File: config.mk
export PLATFORM = sky130hd
export DESIGN_NAME = uart_parity_unit
export DESIGN_NICKNAME = d
export VERILOG_FILES = /design/src/rtl/uart_pkg.sv /design/src/rtl/uart_parity_errcnt.sv /design/src/rtl/uart_parity_unit.sv
export SDC_FILE = /design/constraint.sdc
export NUM_CORES = 1
export LEC_CHECK = 0
export CORE_UTILIZATION = 45
export CTS_BUF_LIST = sky130_fd_sc_hd__clkbuf_2
export DETAILED_ROUTE_END_ITERATION = 8
export PLACE_DENSITY_LB_ADDON = 0.12
export SLEW_MARGIN = 25
export SYNTH_ARGS = -nofsm -noshare
export SYNTH_HDL_FRONTEND = slang
export SYNTH_SLANG_ARGS = --single-unit
File: constraint.sdc
create_clock -name clk -period 1.9 [get_ports clk]
set_clock_uncertainty 0.1 [all_clocks]
set_input_delay 0.285 -clock clk [delete_from_list [all_inputs] [get_ports clk]]
set_output_delay 0.285 -clock clk [all_outputs]
set_load 0.1 [all_outputs]
File: src/rtl/uart_pkg.sv
// Shared UART definitions: parity-mode and FSM state encodings, data-length limits,
// and helpers to decode the parity mode and compute the parity bit.
package uart_pkg;

   localparam int unsigned MIN_DATA_BITS = 5;
   localparam int unsigned MODE_W        = 3;
   localparam int unsigned ERR_CNT_W     = 8;

   typedef enum logic [MODE_W-1:0] {
      PAR_NONE  = 3'b000,
      PAR_EVEN  = 3'b001,
      PAR_ODD   = 3'b010,
      PAR_MARK  = 3'b011,
      PAR_SPACE = 3'b100
   } par_mode_e;

   // One-hot, matching the other UART FSMs
   typedef enum logic [2:0] {
      IDLE    = 3'b001,
      ACCUM   = 3'b010,
      PARWAIT = 3'b100
   } par_state_e;

   // Reserved encodings 101..111 behave as "no parity"
   function automatic par_mode_e decode_mode(input logic [MODE_W-1:0] m);
      par_mode_e res;
      case (m)
         3'b001:  res = PAR_EVEN;
         3'b010:  res = PAR_ODD;
         3'b011:  res = PAR_MARK;
         3'b100:  res = PAR_SPACE;
         default: res = PAR_NONE;
      endcase
      return res;
   endfunction

   // Parity bit from the XOR of all data bits
   function automatic logic parity_value(input par_mode_e mode, input logic acc);
      logic res;
      case (mode)
         PAR_EVEN:  res = acc;
         PAR_ODD:   res = ~acc;
         PAR_MARK:  res = 1'b1;
         PAR_SPACE: res = 1'b0;
         default:   res = 1'b1;
      endcase
      return res;
   endfunction

endpackage

File: src/rtl/uart_parity_errcnt.sv
// Saturating parity-error counter.
// Ports: clk, rst (sync, active-high), clr (clear, wins over inc),
//        inc (one-cycle error pulse), cnt (count, sticks at all-ones).
module uart_parity_errcnt
   import uart_pkg::*;
(
   input  logic                 clk,
   input  logic                 rst,
   input  logic                 clr,
   input  logic                 inc,
   output logic [ERR_CNT_W-1:0] cnt
);

   always_ff @(posedge clk) begin
      if (rst || clr) begin
         cnt <= '0;
      end else if (inc && (cnt != {ERR_CNT_W{1'b1}})) begin
         cnt <= cnt + ERR_CNT_W'(1);
      end
   end

endmodule

File: src/rtl/uart_parity_unit.sv
// Serial parity generator/checker shared by the Tx and Rx cores. Parity is
// accumulated one bit per strobe; in Rx use the received parity bit is compared
// against the expected value.
// Ports: clk, rst (sync, active-high); p_FrameStart_i / DataBits_i / Mode_i start a
//        frame and latch its config; p_BitStrobe_i / BitValue_i feed data bits;
//        p_ParityStrobe_i / RxParity_i deliver the parity bit; outputs ParityBit_o,
//        ParityValid_o, p_ParityErr_o, p_FrameDone_o, Busy_o, BitCnt_o.
// Optional: define UART_PARITY_ERR_CNT_EN to add p_ErrCntClr_i and ErrCnt_o, a
//        saturating count of parity errors.
module uart_parity_unit
   import uart_pkg::*;
#(
   parameter int unsigned DATA_W = 8,
   parameter int unsigned CNT_W  = 4
) (
   input  logic                 clk,
   input  logic                 rst,
   input  logic                 p_FrameStart_i,
   input  logic [CNT_W-1:0]     DataBits_i,
   input  logic [MODE_W-1:0]    Mode_i,
   input  logic                 p_BitStrobe_i,
   input  logic                 BitValue_i,
   input  logic                 p_ParityStrobe_i,
   input  logic                 RxParity_i,
`ifdef UART_PARITY_ERR_CNT_EN
   input  logic                 p_ErrCntClr_i,
   output logic [ERR_CNT_W-1:0] ErrCnt_o,
`endif
   output logic                 ParityBit_o,
   output logic                 ParityValid_o,
   output logic                 p_ParityErr_o,
   output logic                 p_FrameDone_o,
   output logic                 Busy_o,
   output logic [CNT_W-1:0]     BitCnt_o
);

   par_state_e       state, state_nxt;
   par_mode_e        mode, mode_nxt;
   logic [CNT_W-1:0] len, len_nxt;
   logic [CNT_W-1:0] count, count_nxt;
   logic             acc, acc_nxt;
   logic             par_bit_nxt, par_valid_nxt, par_err_nxt, done_nxt, busy_nxt;
   logic [CNT_W-1:0] len_clamped_c;

   // Frame length clamped into MIN_DATA_BITS..DATA_W
   always_comb begin
      len_clamped_c = DataBits_i;
      if (DataBits_i < CNT_W'(MIN_DATA_BITS)) begin
         len_clamped_c = CNT_W'(MIN_DATA_BITS);
      end else if (DataBits_i > CNT_W'(DATA_W)) begin
         len_clamped_c = CNT_W'(DATA_W);
      end
   end

   // State and output registers
   always_ff @(posedge clk) begin
      if (rst) begin
         state         <= IDLE;
         mode          <= PAR_NONE;
         len           <= CNT_W'(DATA_W);
         count         <= '0;
         acc           <= 1'b0;
         ParityBit_o   <= 1'b1;
         ParityValid_o <= 1'b0;
         p_ParityErr_o <= 1'b0;
         p_FrameDone_o <= 1'b0;
         Busy_o        <= 1'b0;
      end else begin
         state         <= state_nxt;
         mode          <= mode_nxt;
         len           <= len_nxt;
         count         <= count_nxt;
         acc           <= acc_nxt;
         ParityBit_o   <= par_bit_nxt;
         ParityValid_o <= par_valid_nxt;
         p_ParityErr_o <= par_err_nxt;
         p_FrameDone_o <= done_nxt;
         Busy_o        <= busy_nxt;
      end
   end

   // Next-state and output logic; frame start overrides everything else
   always_comb begin
      state_nxt     = state;
      mode_nxt      = mode;
      len_nxt       = len;
      count_nxt     = count;
      acc_nxt       = acc;
      par_bit_nxt   = ParityBit_o;
      par_valid_nxt = ParityValid_o;
      par_err_nxt   = 1'b0;
      done_nxt      = 1'b0;

      if (p_FrameStart_i) begin
         state_nxt     = ACCUM;
         mode_nxt      = decode_mode(Mode_i);
         len_nxt       = len_clamped_c;
         count_nxt     = '0;
         acc_nxt       = 1'b0;
         par_bit_nxt   = 1'b1;
         par_valid_nxt = 1'b0;
      end else begin
         case (state)
            ACCUM: begin
               // A parity strobe coinciding with a bit strobe is ignored here
               if (p_BitStrobe_i) begin
                  acc_nxt   = acc ^ BitValue_i;
                  count_nxt = count + CNT_W'(1);
                  if (count_nxt == len) begin
                     if (mode == PAR_NONE) begin
                        state_nxt = IDLE;
                        done_nxt  = 1'b1;
                     end else begin
                        state_nxt     = PARWAIT;
                        par_bit_nxt   = parity_value(mode, acc_nxt);
                        par_valid_nxt = 1'b1;
                     end
                  end
               end
            end
            PARWAIT: begin
               // Tx ties RxParity_i to ParityBit_o, so only Rx can flag an error
               if (p_ParityStrobe_i) begin
                  state_nxt     = IDLE;
                  par_err_nxt   = (RxParity_i != ParityBit_o);
                  done_nxt      = 1'b1;
                  par_bit_nxt   = 1'b1;
                  par_valid_nxt = 1'b0;
               end
            end
            default: ;
         endcase
      end

      busy_nxt = (state_nxt != IDLE);
   end

   assign BitCnt_o = count;

`ifdef UART_PARITY_ERR_CNT_EN
   uart_parity_errcnt u_errcnt (
      .clk (clk),
      .rst (rst),
      .clr (p_ErrCntClr_i),
      .inc (p_ParityErr_o),
      .cnt (ErrCnt_o)
   );
`endif

endmodule

==> flow_results.org, run 1 <==
** Run status
- The run finished with clean final reports.

** Yosys
- In the synthesized netlist the async set-or-reset flop fraction comes to 0%.
- Library cells used by synthesis :: 35
- During synthesis, Yosys emitted a total of 0 warnings.
- Main flop type after synthesis :: dfxtp_1
- The number of nets in the synthesized netlist is 124.
- Number of flops mapped to enable cells by yosys :: 0
- After synthesis the netlist holds a flip-flop and latch count of 20.
- Netlist area before placement :: 960 µm²
- Number of standard cells after synthesis :: 109
- Sequential area share after synthesis :: 41.7%
- Average cell area after synthesis :: 8.80 µm²

** Timing
- Setup total negative slack on the finished layout was measured at 0 ps.
- Hold Worst Slack :: 393 ps
- Shortest period the worst path allows :: 1830 ps
- Final setup vio count :: 0
- Headroom to the max-slew limit came out at 69.7%.
- After layout, the worst path uses 96.5% of the clock period.
- The max-slew violation total from the final report came to 0.
- Number of hold violations in the final report :: 0
- Worst setup margin :: 66.0 ps
- At the pin with the least slew margin, the transition time is 451 ps.
- Fmax :: 545 MHz
- Setup repair after global routing left no endpoint under its margin.

** Floorplan
- 23 I/O pins were placed.
- In this run the horizontal extent of the chip is 48.2 µm.
- Placeable core region :: 0.00198 mm²
- The die covers 0.00232 mm².
- After floorplanning, the core was divided into 16 placement rows.
- Y dimension of the die :: 48.2 µm
- Starting density of the core :: 48.4%

** Clock tree
- TritonCTS Sinks :: 20
- After clock tree synthesis, the clock-pin slew on the worst setup and hold paths is 190 ps.
- Post-CTS Setup Repair Bufs :: 0
- Clock latency at the later pin of the worst-skew pair :: 300 ps
- TritonCTS clock tree :: done
- In this run the deepest clock path goes through 2 buffers.
- Number of buffers inserted for hold repair after clock tree synthesis :: 0
- Once the clock tree was built, the resizer swapped 0 gates to a different size.
- # H-tree levels :: 1
- CTS root buf :: clkbuf_2
- In this run, CTS created clock tree buffers numbering 3.

** Critical path
- Data on the critical path is required at its endpoint by 2030 ps.
- The critical path goes through or3b_4 -> o21a_1 -> a211oi_1 -> mux2i_1.
- Crit Reg-Reg Startpoint :: state[2]$_SDFF_PP0_
- Slowest cell on the critical path :: dfxtp_1
- Grouping stages by cell kind, the critical path spends the most delay in compound AO/OA/AOI/OAI gates.
- The critical path starts at state[2]$_SDFF_PP0_.
- The worst setup path is launched from a flop.
- Data arrives at the worst endpoint at 1970 ps.
- Max incr delay on CP :: 440 ps
- Start-to-end type of the worst setup path :: reg -> reg
- CP Capture Type :: flop
- Along the worst path, the maximum fanout reaches 9.
- The critical path contains buffers and inverters numbering 0 combined.

** Final layout
- Seq. cell area :: 413 µm²
- Excluding fillers, the count of instances in the completed layout stands at 165.
- # nets final :: 154
- In the final layout, the multi-input gates occupy 552 µm².
- Leaving out fill and tap cells, the most frequent cell in the layout is dfxtp_1.
- In the layout the commonest cells are dfxtp_1 (16), nor2_1 (13), clkdlybuf4s50_1 (13).
- The repair_antennas step left the layout with diodes totalling 0.
- Filler Cells Inserted :: 169
- Final core utilization :: 67.7%
- From synthesis to final layout, the design area changed by 39.8%.
- Fin area :: 0.00134 mm²
- Fraction of final layout cells sized beyond drive strength 1 :: 22.5%

** GRT
- Leftover overflow at the end of global routing :: 0
- First-pass GRT wire length :: 3710 µm
- Vias in the first global route :: 866
- Pin count of the biggest net entering global routing :: 12
- Global routing consumed, over all layers together, 23.3% of the routing resources.
- Number of antenna violations at the first check in global routing :: 0

** Place
- Once placement finished, the instance area stood at 0.00132 mm².
- At the end of routability-driven placement, the weighted congestion stood at 0.874.
- The HPWL after detailed placement is 1770 µm.
- Timing analysis after detailed placement gives a worst setup slack of 49.5 ps.
- In this run, placement finished with an instance count of 161.
- The count of buffers added on input and output ports is 22.

** Power and ir drop
- Combinational logic burns 18.1% of the power.
- Switching share of power :: 27.6%
- The design draws 0.745 mW.
- Power per Cell Area :: 555 mW/mm²
- Pint :: 0.539 mW
- Summed over all nets, the switching power comes to 0.205 mW.
- In this run the static leakage power is 0.528 nW.
- The clock network accounts for 22.7% of the total power.
- Worst supply voltage drop on vdd :: 0.400 mV
- Flop pwr share :: 59.2%

** Detailed routing
- After detailed routing, the number of remaining DRC violations is 0.
- Summed over all layers, the routed wires come to 2230 µm.
- In this run the remaining antenna-violating nets after routing total 0.
- Avg WL per Cell :: 13.5 µm
- Count of TritonRoute iterations in the first routing pass :: 4
- In this run, the number of DRC markers left after iteration 0 of detailed routing was 21.
- The detailed router placed 912 vias in this run.
- Routed via count divided by cell count :: 5.53

** Job
- The tool flagged a number of max-cap violations equal to 0.

** Min path
- Hold path startpoint :: len[0]$_SDFFE_PP0P_
- The worst hold path belongs to the class reg -> reg.
-- worst reg2reg max path, delay by kind of cell, from the launching register on --
family / cells / cell delay [ps]
compound gates: 2 / 560
flops: 1 / 440
mux: 1 / 230
simple gates: 1 / 430
-- cells by family (layout without fill, tap and decap cells) --
family	after synthesis	count (layout)	synth area share, %
compound gates	26	26	17.5
xor+xnor	10	10	10.7
fa+ha+maj	1	1	1.30
buf+inv	7	36	2.87
flops	20	20	41.7
mux	2	2	2.09
simple gates	43	43	23.9
-- synth_stat cells, drive strengths merged, types with 2 or more instances --
library cell | n | area (µm²)
mux2i | 2 | 20.0
xor2 | 5 | 43.8
nor2 | 13 | 48.8
nor3 | 3 | 15.0
o211a | 2 | 20.0
inv | 2 | 7.51
nand2 | 9 | 33.8
or3 | 4 | 26.3
o21a | 2 | 15.0
a22oi | 2 | 15.0
a21oi | 11 | 55.1
xnor2 | 4 | 35.0
dfxtp | 20 | 400
nand3 | 5 | 25.0
nand2b | 2 | 12.5
o21ai | 3 | 15.0
clkbuf | 3 | 11.3
-- worst paths after layout --
kind,endpoint,slack (ps),cells after the start
setup reg to reg,ParityBit_o$_SDFFE_PP1P_,70,4
hold reg to reg,len[0]$_SDFFE_PP0P_,390,2
hold / removal,len[0]$_SDFFE_PP0P_,390,2
setup / recovery,ParityBit_o$_SDFFE_PP1P_,70,4
-- sequential cells by signal, summed over array words and instances (netlist names), 3 cells and up --
register	cells
state	3
mode	3
len	4
BitCnt_o	4
-- power by group through the flow --
stage | Sequential, mW | Clock [mW] | Combinational (mW)
detailed placement | 0.449 | 0 | 0.134
global placement | 0.449 | 0 | 0.130
global route | 0.443 | 0.202 | 0.146
floorplan | 0.465 | 0 | 0.0573
CTS | 0.441 | 0.177 | 0.134
finish | 0.441 | 0.169 | 0.135
-- layout make-up --
cell class / count / share of cell area, %
repair buffers: 29 / 23.3
flip-flops and latches: 20 / 30.8
clock buffers: 3 / 1.12
well taps: 27 / 2.52
clock inverters: 1 / 0.280
inverters: 3 / 0.840
multi-input cells: 82 / 41.1
-- per-layer routing --
metal  vias up  wire (µm)  track usage, %
li1        448          -               -
met1       436        969            27.3
met2        24       1150            39.7
met3         4         81            5.93
met4         0         26            10.6
met5         -          0               0
Power figures use the tool's default switching activity.
==> run 2: changes to the inputs <==
- GPL_ROUTABILITY_DRIVEN: unset -> 0
==> results of run 2 <==
Same layout as run 1: the final DEF is identical, and so are final timing and power.
==> run 3: changes to the inputs <==
- MAX_ROUTING_LAYER: unset -> met4
==> run 3 against run 2 <==
Power about the same. Cell count unchanged. Critical path depth unchanged. Highest routed layer unchanged. Cell area unchanged. Hold slack unchanged. Sequential share of layout area unchanged. Die area unchanged. Via count unchanged. Count of clock-buffer cells in the layout unchanged. Combinational power about the same. Global-route usage increased by 0.73 points.
==> flow_results.org, run 3 (synthesis gave the netlist of run 1 again) <==
** Timing
- Max-slew violation total from the final report :: 0 (unchanged)
- RSZ-0062 raised after global routing: false (unchanged).
- Total negative setup slack :: 0 ps (unchanged)
- The worst slew slack as a fraction of its limit was 69.7% (unchanged).
- The number of hold violations in the final report came to 0 (unchanged).
- Final critical-path share of the clock period :: 96.5% (about the same)
- Fmax :: 545 MHz (about the same)
- Worst-Margin Slew :: 451 ps (unchanged)
- The number of setup violations in the final report came to 0 (unchanged).
- The clock period minus final worst setup slack was 1830 ps (about the same).

** Critical path
- Arrival time at the worst endpoint :: 1970 ps (about the same)
- The type of the setup path with the least slack is reg -> reg (unchanged).
- Highest fanout seen on the critical path :: 9 (unchanged)
- Required time reported for the critical path endpoint :: 2030 ps (about the same)
- Kind of launch point of the worst setup path :: flop (unchanged)
- CP Capture Type :: flop (unchanged)

** Floorplan
- The die footprint was 0.00232 mm² (unchanged).
- The core footprint was 0.00198 mm² (unchanged).
- Count of pins on the block boundary :: 23 (unchanged)
- Y dimension of the die :: 48.2 µm (unchanged)
- The starting density of the core is 48.4% (unchanged).
- The die width is 48.2 µm (unchanged).
- The floorplan row count came to 16 (unchanged).

** GRT
- The met2 global-route usage is 39.7% (unchanged).
- The routing usage on met3 came to 5.93% (unchanged).
- Global-route usage over all layers :: 24.0% (was 23.3%)
- Most crowded layer after global routing :: met2 (unchanged)
- Number of antenna violations at the first check in global routing :: 0 (unchanged)
- The met1 demand-to-capacity share in global routing came to 27.3% (unchanged).
- The maximum number of pins on one net before global-route repair came to 12 (unchanged).
- First-pass GRT wire length :: 3710 µm (about the same)
- Vias in the first global route :: 865 (was 866)
- The total overflow reported by the global router is 0 (unchanged).

** Final layout
- Area growth from synthesis to layout :: 39.8% (unchanged)
- Filler Cells Inserted :: 169 (unchanged)
- Most frequent cells in the layout: dfxtp_1 (16), nor2_1 (13), clkdlybuf4s50_1 (13) (unchanged).
- Final core utilization :: 67.7% (unchanged)
- Ant. Diodes :: 0 (unchanged)
- Most common cell after layout, fill and taps aside :: dfxtp_1 (unchanged)
- # nets final :: 154 (unchanged)
- The share of post-route cells with drive strength above 1 was 22.5% (unchanged).

** Power and ir drop
- Flop pwr share :: 59.2% (about the same)
- The switching power total is 0.205 mW (about the same).
- The maximum vdd ir drop is 0.400 mV (about the same).
- Pint :: 0.539 mW (unchanged)
- Combinational share of power :: 18.1% (about the same)
- Power per Cell Area :: 555 mW/mm² (about the same)
- The part of the power in the clock network came to 22.7% (about the same).
- Static power due to leakage :: 0.528 nW (unchanged)
- The switching part of the total came to 27.6% (about the same).

** Clock tree
- # H-tree levels :: 1 (unchanged)
- TritonCTS clock tree :: done (unchanged)
- CTS root buf :: clkbuf_2 (unchanged)
- Clock latency at the later pin of the worst-skew pair :: 300 ps (about the same)
- The clock transition time at the flip-flop clock pins of the worst setup and hold paths came to 190 ps (about the same).
- The number of instances resized during post-cts repair was 0 (unchanged).
- The number of clock buffers inserted by TritonCTS was 3 (unchanged).
- The largest buffer count on any clock path came to 2 (unchanged).
- Post-CTS Setup Repair Bufs :: 0 (unchanged)
- The total number of clock tree sinks is 20 (unchanged).
- Number of buffers inserted for hold repair after clock tree synthesis :: 0 (unchanged)

** Min path
- The class of the most critical hold timing path was reg -> reg (unchanged).

** Detailed routing
- The total number of vias is 912 (unchanged).
- Count of TritonRoute iterations in the first routing pass :: 4 (unchanged)
- The number of remaining DRC errors was 0 (unchanged).
- The initial DRC count was 21 (unchanged).
- The overall routed net length came to 2230 µm (unchanged).
- Avg WL per Cell :: 13.5 µm (unchanged)
- The number of nets with antenna violations after routing is 0 (unchanged).
- The via count normalized by instance count came to 5.53 (unchanged).

** Place
- Buffers added on ports :: 22 (unchanged)
- HPWL after detailed placement :: 1770 µm (unchanged)

** Job
- Max-cap violations :: 0 (unchanged)

** Run status
- Result of the run :: finished clean (unchanged)
[run 3: cell counts in the layout (fill, tap and decap cells not counted)]
No cell type changed its count.
[run 3: worst paths after layout]
check	start	endpoint	slack, ps	cells after the start
max reg2reg	state[2]$_SDFF_PP0_	ParityBit_o$_SDFFE_PP1P_	70	4
max	state[2]$_SDFF_PP0_	ParityBit_o$_SDFFE_PP1P_	70	4
min	len[0]$_SDFFE_PP0P_	len[0]$_SDFFE_PP0P_	390	2
min reg2reg	len[0]$_SDFFE_PP0P_	len[0]$_SDFFE_PP0P_	390	2
[run 3: power by group through the flow]
stage          registers, mW  clock network (mW)  logic [mW]
2_1_floorplan          0.465                   0      0.0573
3_3_place_gp           0.449                   0       0.130
3_5_place_dp           0.449                   0       0.134
4_1_cts                0.441               0.177       0.134
5_1_grt                0.443               0.202       0.146
6_report               0.441               0.169       0.135
[run 3: through the flow]
stage | hold WS [ps] | std cells | worst slack, ps | cell area, µm² | power (mW)
2_1_floorplan | 289 | 109 | 10.8 | 992 | 0.522
3_3_place_gp | 357 | 161 | 139 | 1320 | 0.579
3_5_place_dp | 367 | 161 | 49.5 | 1320 | 0.583
4_1_cts | 391 | 165 | 74.5 | 1340 | 0.752
5_1_grt | 418 | 165 | 2.29 | 1340 | 0.791
6_report | 393 | 165 | 66.0 | 1340 | 0.745
[run 3: final cells by class]
type	count	area (µm²)	share of cell area (%)
well taps	27	33.8	2.52
clock inverters	1	3.75	0.280
flip-flops and latches	20	413	30.8
inverters	3	11.3	0.840
repair buffers	29	313	23.3
multi-input cells	82	552	41.1
clock buffers	3	15.0	1.12
[run 3: critical path, cell delays in order, from the launching register on]
cell	delay [ps]
dfxtp_1	440
or3b_4	420
o21a_1	190
a211oi_1	370
mux2i_1	230
[run 3: routing by layer]
layer / up-vias / part of all wire [%] / wire length (µm)
li1: 448 / - / -
met5: - / 0 / 0
met4: 0 / 1.2 / 26
met1: 436 / 43 / 969
met2: 24 / 52 / 1150
met3: 4 / 3.6 / 81
==> RTL edit: new RTL, config.mk and constraints of run 3 <==
Register the output `BitCnt_o` once more; this adds one clock of latency there. The other outputs are not delayed to match.
--- a/src/rtl/uart_parity_unit.sv
+++ b/src/rtl/uart_parity_unit.sv
@@ -135,7 +135,9 @@
       busy_nxt = (state_nxt != IDLE);
    end
 
-   assign BitCnt_o = count;
+   always_ff @(posedge clk) begin
+      BitCnt_o <= count;
+   end
 
 `ifdef UART_PARITY_ERR_CNT_EN
    uart_parity_errcnt u_errcnt (
Check against the original RTL: not equivalent (Yosys sat finds a counterexample within 4 cycles, from zero or initial values and one cycle with rst high).
==> RTL edit against run 3 <==
The flow now finishes with violations (setup timing). Design area is 9.8% higher. Area after synthesis is 5.9% higher. Critical path depth is 2 higher. Total power is 38% higher. Sequential cell count is 4 higher. Wire length is 7.8% higher. Maximum frequency is 5.2% lower. Worst setup slack worse by 0.10 ns. Highest routed layer unchanged.
==> RTL edit: results <==
export IMPL_status="complete, but fails checks"
export IMPL_violations="setup timing"
export IMPL_grt_total_usage_pct=23.9
export IMPL_route_met3_wl_um=85
export IMPL_clk_latency_ns=0.34
export IMPL_final_cells=172
export IMPL_met3_usage_pct=2.78
export IMPL_critPathMaxFanout=3
export IMPL_place_ws_ns=-0.229
export IMPL_critical_path_top_delay_family="simple AND/OR/NAND/NOR gates"
export IMPL_drtIter0Drc=8
export IMPL_worstReg2RegEnd="Busy_o"
export IMPL_ys_types=29
export IMPL_use_met1_pct=26.6
export IMPL_ys_seq_area_share_pct=47.3
export IMPL_first_global_vias=914
export IMPL_yosys_top_cells_count="dfxtp_1 (24), nor2_1 (15), nand2_1 (10)"
export IMPL_worst_slack_ns=-0.0338
export IMPL_hpwl_um=1640
export IMPL_fin_tns_setup_ns=-0.0348
export IMPL_ant_nets=0
export IMPL_wirelength_um=2400
export IMPL_ir_drop_mv=0.628
export IMPL_grt_max_degree=15
export IMPL_syn_nets=127
export IMPL_vias=891
export IMPL_worstHoldStart="count[3]"
export IMPL_min_delay_worst_endpoint="BitCnt_o[3]"
export IMPL_met2_usage_pct=42.5
export IMPL_worstHoldPathCells=0
export IMPL_reg2regPathDepth=6
export IMPL_startpoint="count[0]"
export IMPL_regArea_um2=484
export IMPL_grt_pass1_wl_um=4150
export IMPL_setup_viol=2
export IMPL_synth_area_per_cell_um2=9.07
export IMPL_fillers=163
export IMPL_num_nets_final=161
export IMPL_worstPathArrival_ns=2.08
export IMPL_slowest_stage="or4_4"
export IMPL_synth_area_leaders="dfxtp_1 (47%), nor2_1 (5.5%), xnor2_1 (5.2%)"
export IMPL_wl_met2_um=1260
==> RTL edit: cells by family (layout without fill, tap and decap cells) <==
family	Yosys count	count (layout)	synth area share (%)
compound gates	21	21	15.0
xor+xnor	11	11	9.48
fa+ha+maj	1	1	1.23
buf+inv	8	41	3.20
flops	24	24	47.3
mux	2	2	1.97
simple gates	45	45	21.8
==> RTL edit: final cells by class <==
cell class / count / area share [%]
Multi-Input combinational cell: 80 / 40.9
Sequential cell: 24 / 32.9
Timing Repair Buffer: 32 / 19.6
Tap cell: 27 / 2.29
Clock inverter: 1 / 2.04
Inverter: 5 / 1.27
Clock buffer: 3 / 1.02
==> RTL edit: power breakdown <==
| part | switching [W] | internal, W |
|---|---|---|
| Clock | 0.000152 | 0.000181 |
| Sequential | 0.0000158 | 0.000519 |
| Combinational | 0.0000816 | 0.0000749 |
==> RTL edit: what timing repair did <==
item,CTS,global route
cloned,0,0
pin swaps,5,0
gates resized for setup,15,0
endpoints found under the setup margin,3,4
setup buffers,1,0
